### src/rtl/sdp_arb_pkg.sv
// rtl/sdp_arb_pkg.sv - shared helpers for sdp port arbiters
package sdp_arb_pkg;

    localparam int MAX_REQ = 32;

    function automatic int tag_w(input int n);
        return (n <= 2) ? 1 : $clog2(n);
    endfunction

    // First valid index searching upward from ptr, modulo n.
    function automatic int rr_grant(input logic [MAX_REQ-1:0] valid, input int ptr, input int n);
        int g;
        int idx;
        g = 0;
        for (int k = MAX_REQ - 1; k >= 0; k--) begin
            if (k < n) begin
                idx = (ptr + k) % n;
                if (valid[idx[$clog2(MAX_REQ)-1:0]]) g = idx;
            end
        end
        return g;
    endfunction

endpackage

### src/rtl/sdp_rr_arb.sv
// rtl/sdp_rr_arb.sv - round-robin grant with registered priority pointer
module sdp_rr_arb
    import sdp_arb_pkg::*;
#(
    parameter int N = 4,
    localparam int TW = tag_w(N)
) (
    input  logic          clk,
    input  logic          rst,
    input  logic [N-1:0]  valid,
    input  logic          adv,
    output logic [TW-1:0] grant,
    output logic          any,
    output logic [TW-1:0] ptr
);

    logic [MAX_REQ-1:0] valid_ext;

    assign valid_ext = MAX_REQ'(valid);
    assign grant     = TW'(rr_grant(valid_ext, int'(ptr), N));
    assign any       = |valid;

    // Pointer only moves on an accepted grant, so a stalled grant is held.
    always_ff @(posedge clk) begin
        if (rst) begin
            ptr <= '0;
        end else if (adv) begin
            ptr <= (grant == TW'(N - 1)) ? '0 : grant + TW'(1);
        end
    end

endmodule

### src/rtl/sdp_rd_arbiter.sv
// rtl/sdp_rd_arbiter.sv - shares one sdp read port among N_REQ requesters
module sdp_rd_arbiter
    import sdp_arb_pkg::*;
#(
    parameter int N_REQ     = 4,
    parameter int W_ADDR    = 16,
    parameter int W_DATA    = 16,
    parameter int MAX_OUTST = 4
) (
    input  logic                      clk,
    input  logic                      rst,
    input  logic [N_REQ-1:0]          req_valid,
    output logic [N_REQ-1:0]          req_ready,
    input  logic [N_REQ*W_ADDR-1:0]   req_addr,
    output logic [N_REQ-1:0]          rsp_valid,
    input  logic [N_REQ-1:0]          rsp_ready,
    output logic [W_DATA-1:0]         rsp_data,
    output logic                      mem_addr_valid,
    input  logic                      mem_addr_ready,
    output logic [W_ADDR-1:0]         mem_addr_data,
    input  logic                      mem_data_valid,
    output logic                      mem_data_ready,
    input  logic [W_DATA-1:0]         mem_data_data
);

    localparam int TW = tag_w(N_REQ);
    localparam int CW = $clog2(MAX_OUTST + 1);
    localparam int PW = (MAX_OUTST > 1) ? $clog2(MAX_OUTST) : 1;

    logic [TW-1:0] grant;
    logic [TW-1:0] rr_ptr;
    logic          any;
    logic          push;
    logic          pop;
    logic          full;
    logic          empty;
    logic          proto_err;
    logic [TW-1:0] head;
    logic [TW-1:0] tag_mem [MAX_OUTST];
    logic [PW-1:0] wr_ptr;
    logic [PW-1:0] rd_ptr;
    logic [CW-1:0] cnt;

    sdp_rr_arb #(.N(N_REQ)) u_arb (
        .clk   (clk),
        .rst   (rst),
        .valid (req_valid),
        .adv   (push),
        .grant (grant),
        .any   (any),
        .ptr   (rr_ptr)
    );

    assign full  = (cnt == CW'(MAX_OUTST));
    assign empty = (cnt == '0);
    assign head  = tag_mem[rd_ptr];

    // Full blocks issue even when a pop is due this cycle.
    assign mem_addr_valid = any & ~full;
    assign mem_addr_data  = req_addr[int'(grant)*W_ADDR +: W_ADDR];
    assign push           = mem_addr_valid & mem_addr_ready;
    assign req_ready      = push ? (N_REQ'(1) << grant) : '0;

    assign mem_data_ready = ~empty & rsp_ready[head];
    assign rsp_valid      = (mem_data_valid & ~empty) ? (N_REQ'(1) << head) : '0;
    assign rsp_data       = mem_data_data;
    assign pop            = mem_data_valid & mem_data_ready;
    assign proto_err      = mem_data_valid & empty;

    always_ff @(posedge clk) begin
        if (push) tag_mem[wr_ptr] <= grant;
    end

    always_ff @(posedge clk) begin
        if (rst) begin
            wr_ptr <= '0;
            rd_ptr <= '0;
            cnt    <= '0;
        end else begin
            if (push) wr_ptr <= (wr_ptr == PW'(MAX_OUTST - 1)) ? '0 : wr_ptr + PW'(1);
            if (pop)  rd_ptr <= (rd_ptr == PW'(MAX_OUTST - 1)) ? '0 : rd_ptr + PW'(1);
            case ({push, pop})
                2'b10:   cnt <= cnt + CW'(1);
                2'b01:   cnt <= cnt - CW'(1);
                default: cnt <= cnt;
            endcase
        end
    end

    a_no_orphan_data: assert property (@(posedge clk) disable iff (rst) !proto_err)
        else $warning("sdp_rd_arbiter: read data returned with no read outstanding, ignored");

    a_ptr_range: assert property (@(posedge clk) disable iff (rst) int'(rr_ptr) < N_REQ)
        else $error("sdp_rd_arbiter: rr_ptr out of range");

endmodule
### config.mk
export PLATFORM = sky130hd
export DESIGN_NAME = sdp_rd_arbiter
export DESIGN_NICKNAME = d
export VERILOG_FILES = /design/src/rtl/sdp_arb_pkg.sv /design/src/rtl/sdp_rr_arb.sv /design/src/rtl/sdp_rd_arbiter.sv
export SDC_FILE = /design/constraint.sdc
export NUM_CORES = 1
export LEC_CHECK = 0
export ABC_AREA = 1
export BUFFER_PORTS_ARGS = -buffer_cell sky130_fd_sc_hd__buf_2
export CELL_PAD_IN_SITES_DETAIL_PLACEMENT = 0
export CELL_PAD_IN_SITES_GLOBAL_PLACEMENT = 1
export CORE_MARGIN = 1.5
export CORE_UTILIZATION = 30
export CTS_BUF_LIST = sky130_fd_sc_hd__clkbuf_16
export CTS_CLUSTER_SIZE = 30
export DETAILED_ROUTE_END_ITERATION = 6
export PLACE_DENSITY_LB_ADDON = 0.1
export SLEW_MARGIN = 10
export SYNTH_ARGS = -nofsm -noshare
export SYNTH_HDL_FRONTEND = slang
export SYNTH_SLANG_ARGS = --single-unit
### constraint.sdc
create_clock -name clk -period 5.9 [get_ports clk]
set_clock_uncertainty 0.1 [all_clocks]
set_input_delay 0.885 -clock clk [delete_from_list [all_inputs] [get_ports clk]]
set_output_delay 0.885 -clock clk [all_outputs]
set_load 0.03 [all_outputs]
# --- Word-level counts from Yosys, hierarchy flattened ---
# Memory sizes are Yosys's and may differ from the RTL's. A register that Yosys moved wholly into a read port is not among the register bits.
# Index checks and enable logic that the tools add are counted.
totals:
  register_bits: 9
  latchBits: 0
  ram_bits: 8
  rom_bits: 0
  in_bits: 92
  output_inout_bits: 42
  wordCells: 67
  mem_count: 1
mem_list:
  columns: ["memory", "depth", "word_bits", "rd", "rd_clocked_by_memory_dff", "wr", "line", "rtl"]
  rows:
  - ["tag_mem", 4, 2, 1, 1, 1, "sdp_rd_arbiter.sv:39", "logic [TW-1:0] tag_mem [MAX_OUTST];"]
op_classes:
  add_sub_neg: 8
  n_mul: 0
  n_div: 0
  magnitude_cmp: 5
  eq_ne: 6
  n_shift: 3
  muxes: 24
  bitwise_logic: 10
  reduce_logical: 6
ops:
  columns: ["op", "count"]
  rows:
  - ["64-bit by 7-bit variable part select with 16-bit output", 1]
  - ["5-bit by 6-bit less-than comparator with 1-bit output (second input constant)", 3]
  - ["2-bit 2-to-1 mux", 9]
  - ["1-bit binary-select mux with 3-bit select", 3]
  - ["2-bit by 1-bit adder with 2-bit output (second input constant)", 4]
  - ["2-bit == test (second input constant)", 4]
  - ["4-bit 2-to-1 mux", 2]
  - ["1-bit by 2-bit left shift with 4-bit output (first input constant)", 2]
  - ["1-bit 2-to-1 mux", 7]
  - ["2-bit by 6-bit less-than comparator with 1-bit output (second input constant)", 1]
  - ["3-bit one-hot mux with 2 select lines", 1]
  - ["2-bit OR reduction", 3]
  - ["1-bit AND", 5]
  - ["2-bit adder (second input constant)", 2]
  - ["1-bit binary-select mux with 2-bit select", 2]
  - ["4-bit OR reduction", 1]
  - ["3-bit by 1-bit adder with 3-bit output (second input constant)", 1]
  - ["1-bit AND (first input constant)", 3]
  - ["3-bit == test (second input constant)", 1]
  - ["3-bit zero test", 1]
  - ["2-bit by 3-bit less-than comparator with 1-bit output (second input constant)", 1]
  - ["3-bit by 1-bit subtractor with 3-bit output (second input constant)", 1]
  - ["2-bit by 1-bit == test with 1-bit output (second input constant)", 1]
  - ["1-bit NOT", 2]
  - ["2-bit nonzero test", 1]

# --- Depth between registers and ports, before layout ---
# Gate-level depths: netlist (run 1).
logic_depth:
  ltp_word: 11
  mapped_depth: 17
  depth_no_buf: 17

# --- Modules after synthesis ---
# Synthesis (run 1) repeated with hierarchy kept, for this count alone.
hier_totals:
  cells_unflattened: 259
  hier_area_um2: 1774.2
by_module_without_submodules:
  columns: ["mod", "instances", "cells_each", "area_per_inst_um2", "seq_area_each_um2"]
  rows:
  - ["sdp_rd_arbiter", 1, 211, 1482.7, 420.4]
  - ["sdp_rr_arb", 1, 48, 291.5, 40.0]

# --- Least setup slack after synthesis (run 1) ---
# No wires, ideal clock.
synth_timing:
  kind: "input to output"
  from: "in req_valid[0]"
  to: "out req_ready[1]"
  t_arrival_ns: 2.278
  required_ns: 4.915
  slack_ns: 2.637
  cell_stages: 12
  path_buffers: 1
  path_cell_list: "inv_1 o21ai_1 nand2_1 nand2_1 inv_2 nand2_1 nand2_2 nand2_4 buf_6 ha_1 inv_1 nor2_1"
synth_between:
  elab_chain_len: 8
  elab_cells_between_ends: 17
  cone_classes: "shift (1); mux (13); bitwise (2); reduce/logical (1)"
synth_lines:
  columns: ["item", "line", "rtl"]
  rows:
  - ["start: declaration", "sdp_rd_arbiter.sv:12", "input logic [N_REQ-1:0] req_valid,"]
  - ["1-bit binary-select mux with 3-bit select", "sdp_arb_pkg.sv:18", "if (valid[idx[$clog2(MAX_REQ)-1:0]]) g = idx;"]
  - ["1-bit 2-to-1 mux (implied by the code)", "sdp_arb_pkg.sv:18", null]
  - ["2-bit 2-to-1 mux (3 in series)", "sdp_arb_pkg.sv:18", null]
  - ["2-bit 2-to-1 mux *", "sdp_arb_pkg.sv:18", null]
  - ["via grant[0]", "sdp_rd_arbiter.sv:30", "logic [TW-1:0] grant;"]
  - ["1-bit by 2-bit left shift with 4-bit output *", "sdp_rd_arbiter.sv:62", "assign req_ready = push ? (N_REQ'(1) << grant) : '0;"]
  - ["4-bit 2-to-1 mux *", "sdp_rd_arbiter.sv:62", null]
  - ["end: declaration", "sdp_rd_arbiter.sv:13", "output logic [N_REQ-1:0] req_ready,"]
# Mark *: on every way through the listed nets, which the timed path passes. The rest lies on a longest branch. The select of a mux whose other input is x is not followed.

# --- Worst setup path in the final report (run 1) ---
layout_timing:
  from: "in req_valid[0]"
  to: "out req_ready[0]"
layout_between:
  elab_chain_len: 8
  elab_cells_between_ends: 17
  cone_classes: "shift (1); mux (13); bitwise (2); reduce/logical (1)"
layout_lines:
  columns: ["item", "line"]
  rows:
  - ["1-bit binary-select mux with 3-bit select", "sdp_arb_pkg.sv:18"]
  - ["1-bit 2-to-1 mux (implied by the code)", "sdp_arb_pkg.sv:18"]
  - ["2-bit 2-to-1 mux (4 in series)", "sdp_arb_pkg.sv:18"]
  - ["1-bit by 2-bit left shift with 4-bit output", "sdp_rd_arbiter.sv:62"]
  - ["4-bit 2-to-1 mux *", "sdp_rd_arbiter.sv:62"]
# Mark *: on every way between the ends. The rest lies on a longest branch, timed or not. The select of a mux whose other input is x is not followed.

==> flow_metrics.py, run 1 <==
metrics = {
    "clocking": {
        "clk_latency_ns": 0.24,
        "cts_tree": "yes",
        "clock_sinks": 19,
        "cts_buffers": 3,
        "cts_root_buffer": "clkbuf_16",
        "cts_setup_buffers": 0,
        "cts.path.max_buffers": 2,
        "clkTransAtPathRegs_ns": 0.05,
        "hold_buffers": 0,
        "htreeDepth": 1,
        "ctsResizeCount": 0,
    },
    "critical_path": {
        "required_ns": 4.91,
        "critPathKind": "in2out",
        "crit_fanout": 39,
        "worst_setup_path_end_kind": "output port",
        "reg2reg_depth": 11,
        "rr_startpoint": "u_arb.ptr[0]$_SDFFE_PP0P_",
        "r2r_slack_ns": 3.09,
        "crit_arrival_ns": 3.10,
        "reg2reg_to": "u_arb.ptr[1]$_SDFFE_PP0P_",
        "startpoint_type": "input port",
    },
    "synthesis": {
        "synthCells": 375,
        "synth_warnings": 0,
        "dominantRegCellSynth": "dfxtp_1",
        "async_flop_share_pct": 0,
        "synthesis.area_um2": 2190,
        "synth_seq_cells": 19,
        "synthDistinctLibCells": 28,
        "syn_area_per_cell_um2": 5.839,
        "synth_edf_count": 8,
        "syn-num-nets": 478,
        "synth_seq_area_share_pct": 21.03,
    },
    "route": {
        "vias_per_cell": 4.235,
        "dr_total_vias": 2321,
        "first_pass_iters": 4,
        "drt-total-wl_mm": 5.595,
        "drtIter0Drc": 111,
        "wl_per_cell_um": 10.21,
        "drc": 0,
        "detail-route-antenna-nets": 0,
    },
    "floorplan": {
        "die_w_um": 88.43,
        "num_rows": 30,
        "start_util_pct": 31.70,
        "dieArea_um2": 7820,
        "dieHeight_um": 88.43,
        "core-area_um2": 6907,
        "ios": 134,
    },
    "layout": {
        "fill_cells": 813,
        "multi_input_area_um2": 1130,
        "finish.utilization_pct": 38.93,
        "layout.nets": 556,
        "n_antenna_cell": 0,
        "layout_commonest_cell": "buf_2",
        "area_growth_pct": 22.80,
        "register_area_um2": 460.4,
        "stdcell_count": 548,
        "mostFrequentLayoutCells": "101 x buf_2, 97 x inv_1, 90 x nand2_1, 71 x nand3_1, 18 x nor2_1",
        "drive_gt1_share_pct": 25.88,
    },
    "hold_path": {
        "hold_end": "cnt[2]$_SDFFE_PP0P_",
        "min_from": "cnt[2]$_SDFFE_PP0P_",
        "hold_class": "reg2reg",
        "worstHoldPathCells": 2,
    },
    "power_and_ir_drop": {
        "power_frac_clock_pct": 11.6,
        "swShare_pct": 55.75,
        "comb_power_share_pct": 71.1,
        "vdd_ir_drop_max_v": 0.0001587,
        "leakagePower_nw": 1.679,
        "switching_power_mw": 0.6539,
        "internal_power_mw": 0.5190,
        "power_density_nw_per_um2": 436.2,
        "p_seq_share_pct": 17.3,
    },
    "global_routing": {
        "grt-ovfl-total": 0,
        "grt_max_degree": 40,
        "antenna_found_initial": 0,
        "grt_pass1_wl_mm": 8.638,
        "grt_pass1_vias": 2052,
        "grt_use_total_pct": 13.60,
    },
    "timing": {
        "timing.slew.headroom_pct": 58.06,
        "fin_crit_sh_pct": 69.24,
        "rsz0062_at_grt": "no",
        "timing.fmax_mhz": 244.8,
        "hold_ws_ns": 0.4034,
        "hold_violations": 0,
        "worstMarginPinSlew_ns": 0.6270,
        "setup_viol": 0,
        "timing.final.ws_setup_ns": 1.815,
        "fin_crit_ns": 4.085,
        "drv_slew": 0,
        "tns_ns": 0,
    },
    "placed_design": {
        "dp.cells": 544,
        "gp_congestion": 0.8224,
        "port_buffers": 101,
        "pre_cts_ws_ns": 1.768,
        "dpl.hpwl_mm": 4.308,
    },
    "run_status": {
        "status": "finished clean",
    },
    "flow_run": {
        "max_cap_viol_count": 0,
    },
}
[synth_stat cells, types with 2 or more instances]
library cell	instances	area, um^2
inv_1	97	364.1
nand2_1	90	337.8
nand3_1	71	355.3
buf_4	18	135.1
nor2_1	18	67.56
dfxtp_1	11	220.2
ha_1	10	125.1
a21oi_1	9	45.04
edfxtp_1	8	240.2
buf_2	6	30.03
o21ai_0	5	25.02
buf_6	4	45.04
inv_2	4	15.01
nor3_1	4	20.02
o21ai_1	4	20.02
nand3_2	3	30.03
nand4_1	2	12.51
[per-stage QoR]
stage	power, mW	cell area [um^2]
finish	1.173	2689
global route	1.292	2689
CTS	1.195	2689
detailed placement	1.051	2609
global placement	1.051	2609
floorplan	0.8850	2190
[final cells by class]
cell class                      instances  area share, %
Multi-Input combinational cell        225          42.02
Timing Repair Buffer                  102          19.08
Sequential cell                        19          17.12
Inverter                              102          14.33
Tap cell                               96          4.467
Clock buffer                            3          2.792
Clock inverter                          1         0.1861
[per-layer routing]
layer,vias to the layer above,GRT usage (%),part of all wire [%]
met5,-,0,0
met4,0,2.841,1.1
met3,6,1.586,5.3
met2,59,25.26,49
met1,984,16.86,45
li1,1272,-,-
[worst max-delay path: stages]
cell and delay [ns]:
buf_2 0.09, inv_1 0.08, o21ai_1 0.08, nand2_1 0.13, nand2_1 0.08, inv_2 0.06
nand2_1 0.06, nand2_2 0.46, nand2_4 0.40, inv_1 0.21, ha_1 0.17, inv_1 0.04
nor2_1 0.10, buf_2 0.22
[worst max path at each step]
stage | start | end | slack [ns] | depth (start not counted)
after floorplan | req_valid[0] | req_ready[1] | 2.64 | 12
after detailed placement | req_valid[0] | req_ready[2] | 1.77 | 14
final | req_valid[0] | req_ready[0] | 1.82 | 14
after global placement | req_valid[0] | req_ready[0] | 1.75 | 14
after global routing | req_valid[0] | req_ready[0] | 1.50 | 14
after CTS | req_valid[0] | req_ready[0] | 1.77 | 14
[power by group through the flow]
stage / clock (mW) / sequential [mW] / combinational [mW]
finish: 0.136 / 0.203 / 0.834
global route: 0.145 / 0.208 / 0.939
CTS: 0.140 / 0.203 / 0.852
global placement: 0 / 0.205 / 0.845
detailed placement: 0 / 0.205 / 0.846
floorplan: 0 / 0.196 / 0.689
[kinds of logic (layout without fill, tap and decap cells)]
kind of cell,after synthesis,in the layout,synth area share (%)
adder cells (fa/ha/maj),11,11,6.629
AO/OA/AOI/OAI,21,21,5.143
flip-flops,19,19,21.03
buffers and inverters,131,208,27.37
AND/OR/NAND/NOR,193,193,39.83
Power figures use the tool's default switching activity.
==> run 2: changes to the inputs <==
--- a/config.mk
+++ b/config.mk
@@ -5,12 +5,12 @@
 export SDC_FILE = /design/constraint.sdc
 export NUM_CORES = 1
 export LEC_CHECK = 0
-export ABC_AREA = 1
+export ABC_AREA = 0
 export BUFFER_PORTS_ARGS = -buffer_cell sky130_fd_sc_hd__buf_2
 export CELL_PAD_IN_SITES_DETAIL_PLACEMENT = 0
 export CELL_PAD_IN_SITES_GLOBAL_PLACEMENT = 1
 export CORE_MARGIN = 1.5
-export CORE_UTILIZATION = 30
+export CORE_UTILIZATION = 27
 export CTS_BUF_LIST = sky130_fd_sc_hd__clkbuf_16
 export CTS_CLUSTER_SIZE = 30
 export DETAILED_ROUTE_END_ITERATION = 6
==> constraint.sdc (replaced) <==
create_clock -name clk -period 3.8 [get_ports clk]
set_clock_uncertainty 0.1 [all_clocks]
set_input_delay 0.57 -clock clk [delete_from_list [all_inputs] [get_ports clk]]
set_output_delay 0.57 -clock clk [all_outputs]
set_load 0.03 [all_outputs]
==> run 2 against run 1 <==
Compared with the run above: clock-buffer cell count stayed put; sequential cell count stayed put; largest cell class unchanged; combinational power is 36% lower; setup slack worse by 0.87 ns; final cell count is 40% lower; synthesized cell count is 55% lower; sequential power is 37% higher; non-clock buffer count is 3 higher; total power is 12% lower; critical path depth is 5 lower; wire length is 23% lower.
==> flow_metrics.py, run 2 <==
metrics = {
    "synthesis": {
        "yosysTopAreaCell": "mux2i_1",
        "syn-num-nets": 273,
        "synth_most_common_cell": "mux2i_1",
        "synth_edf_count": 8,
        "syn_area_per_cell_um2": 9.943,
        "synthDistinctLibCells": 29,
        "dominantRegCellSynth": "dfxtp_1",
        "yosys-top-cells-count": "57 x mux2i_1, 17 x buf_4, 16 x nor2_1",
        "synthesis.area_um2": 1690,
        "synth_seq_area_share_pct": 27.24,
        "synth_seq_cells": 19,
        "synthCells": 170,
        "async_flop_share_pct": 0,
        "yosysTopAreaCellShare_pct": 33.75,
        "synthTopCellsByArea": "mux2i_1 34%, edfxtp_1 14%, dfxtp_1 13%, buf_4 7.5%, ha_1 7.4%",
        "synth_warnings": 0,
    },
    "timing": {
        "setup_viol": 0,
        "rsz0062_at_grt": "no",
        "drv_slew": 0,
        "timing.final.ws_setup_ns": 0.9413,
        "tns_ns": 0,
        "worstMarginPinSlew_ns": 0.6896,
        "hold_ws_ns": 0.4340,
        "timing.fmax_mhz": 349.8,
        "fin_crit_ns": 2.859,
        "fin_crit_sh_pct": 75.23,
        "timing.slew.headroom_pct": 53.81,
        "hold_violations": 0,
    },
    "power_and_ir_drop": {
        "internal_power_mw": 0.6176,
        "switching_power_mw": 0.4177,
        "report.power.total_mw": 1.035,
        "leakagePower_nw": 1.139,
        "swShare_pct": 40.35,
        "p_seq_share_pct": 26.9,
        "power_density_nw_per_um2": 452.7,
        "comb_power_share_pct": 51.8,
        "vdd_ir_drop_max_v": 0.0002702,
        "power_frac_clock_pct": 21.3,
    },
    "route": {
        "top_layer_used": "met4",
        "drc": 0,
        "vias_per_cell": 4.539,
        "first_pass_iters": 4,
        "wl_met3_um": 520,
        "dr_total_vias": 1498,
        "drtIter0Drc": 29,
        "detail-route-antenna-nets": 0,
        "routed-wl-met2_mm": 2.181,
        "drt-total-wl_mm": 4.332,
        "wl_met1_mm": 1.559,
        "wl_per_cell_um": 13.13,
    },
    "layout": {
        "register_area_um2": 460.4,
        "fill_cells": 646,
        "area_growth_pct": 35.31,
        "multi_input_area_um2": 1052,
        "drive_gt1_share_pct": 45.49,
        "n_antenna_cell": 0,
        "final_design_area_no_fill_um2": 2287,
        "layout_commonest_cell": "buf_2",
        "layout.nets": 359,
        "mostFrequentLayoutCells": "101 x buf_2, 57 x mux2i_1, 16 x nor2_1, 11 x dfxtp_1",
    },
    "critical_path": {
        "startpoint_type": "flip-flop",
        "max_stage_delay_ns": 0.55,
        "crit_arrival_ns": 2.94,
        "crit_chain": "mux4_2 -> or2_4 -> o22ai_2 -> ha_1 -> inv_1 -> fa_1 -> xor2_1 -> or3_1 -> a21oi_1",
        "critPathKind": "reg2reg",
        "critical_path.slowest_cell": "mux4_2",
        "critPathBufInv": 1,
        "required_ns": 3.89,
        "cp_top_family": "adder cells",
        "crit_fanout": 3,
        "worst_setup_path_end_kind": "flip-flop",
    },
    "global_routing": {
        "grt_max_degree": 25,
        "grt-ovfl-total": 0,
        "grt_use_total_pct": 12.29,
        "grt_pass1_wl_mm": 6.258,
        "grt_pass1_vias": 1418,
        "antenna_found_initial": 0,
    },
    "clocking": {
        "htreeDepth": 1,
        "clk_latency_ns": 0.25,
        "clock_sinks": 19,
        "cts.path.max_buffers": 2,
        "ctsResizeCount": 0,
        "cts_setup_buffers": 0,
        "cts_buffers": 3,
        "cts_tree": "yes",
        "clkTransAtPathRegs_ns": 0.06,
        "hold_buffers": 0,
        "cts_root_buffer": "clkbuf_16",
    },
    "placed_design": {
        "pre_cts_ws_ns": 0.7516,
        "port_buffers": 101,
        "placed_area_um2": 2205,
        "dpl.hpwl_mm": 3.639,
        "gp_congestion": 0.7432,
    },
    "floorplan": {
        "ios": 134,
        "start_util_pct": 28.22,
        "dieArea_um2": 6745,
        "num_rows": 28,
        "die_w_um": 82.13,
        "dieHeight_um": 82.13,
        "core-area_um2": 5991,
    },
    "hold_path": {
        "hold_class": "reg2reg",
    },
    "run_status": {
        "status": "finished clean",
    },
    "flow_run": {
        "max_cap_viol_count": 0,
    },
}
run 2: changes by cell type after synthesis, sizes merged, moves of 3 or more:
cell   delta
a21oi     -4
and3      +8
buf       -4
inv      -92
mux2i    +57
nand2    -91
nand3    -75
nor3      -3
o21ai     -8
run 2: area by class of cell:
| class | instances | share of cell area (%) |
|---|---|---|
| Multi-Input combinational cell | 117 | 46.01 |
| Inverter | 10 | 1.641 |
| Clock inverter | 1 | 0.3282 |
| Sequential cell | 19 | 20.13 |
| Clock buffer | 3 | 3.282 |
| Timing Repair Buffer | 105 | 24.51 |
| Tap cell | 75 | 4.103 |
run 2: worst paths after layout:
check / start / slack, ns / end / cells after the start
worst max register to register: flip-flop / 0.94 / cnt[2]$_SDFFE_PP0P_ / 9
worst max-delay path: flip-flop / 0.94 / cnt[2]$_SDFFE_PP0P_ / 9
worst min-delay path: u_arb.ptr[0]$_SDFFE_PP0P_ / 0.43 / u_arb.ptr[0]$_SDFFE_PP0P_ / 2
worst min register to register: u_arb.ptr[0]$_SDFFE_PP0P_ / 0.43 / u_arb.ptr[0]$_SDFFE_PP0P_ / 2
run 2: power by group through the flow:
stage / Clock (mW) / Sequential (mW) / Combinational, mW
2_1_floorplan: 0 / 0.273 / 0.419
3_3_place_gp: 0 / 0.283 / 0.546
3_5_place_dp: 0 / 0.283 / 0.543
4_1_cts: 0.227 / 0.279 / 0.545
5_1_grt: 0.234 / 0.284 / 0.586
6_report: 0.221 / 0.278 / 0.536
run 2: cells by family (layout without fill, tap and decap cells):
| family | count (synthesis) | after routing | synth area share, % |
|---|---|---|---|
| AOI/OAI and AO/OA | 12 | 12 | 4.811 |
| xor gates and xnor gates | 2 | 2 | 1.036 |
| adders and majority gates | 11 | 11 | 8.586 |
| buffers and inverters | 34 | 119 | 11.84 |
| DFF | 19 | 19 | 27.24 |
| muxes | 59 | 59 | 36.42 |
| and+or+nand+nor | 33 | 33 | 10.07 |
run 2: metal layers:
layer  vias to the layer above  track usage, %
met3                         6           5.824
met2                        79           21.80
met5                         -               0
met4                         0           4.915
met1                       656           12.37
li1                        757               -
run 2: stage by stage:
step	util (%)	instances
after floorplan	-	170
after global placement	36.80	326
after detailed placement	36.80	326
after CTS	38.18	330
after global routing	38.18	330
final	38.18	330
run 2: worst register-to-register path: stages (launching register included):
cell	delay [ns]
dfxtp_1	0.37
mux4_2	0.55
or2_4	0.26
o22ai_2	0.25
ha_1	0.23
inv_1	0.06
fa_1	0.37
xor2_1	0.15
or3_1	0.30
a21oi_1	0.14
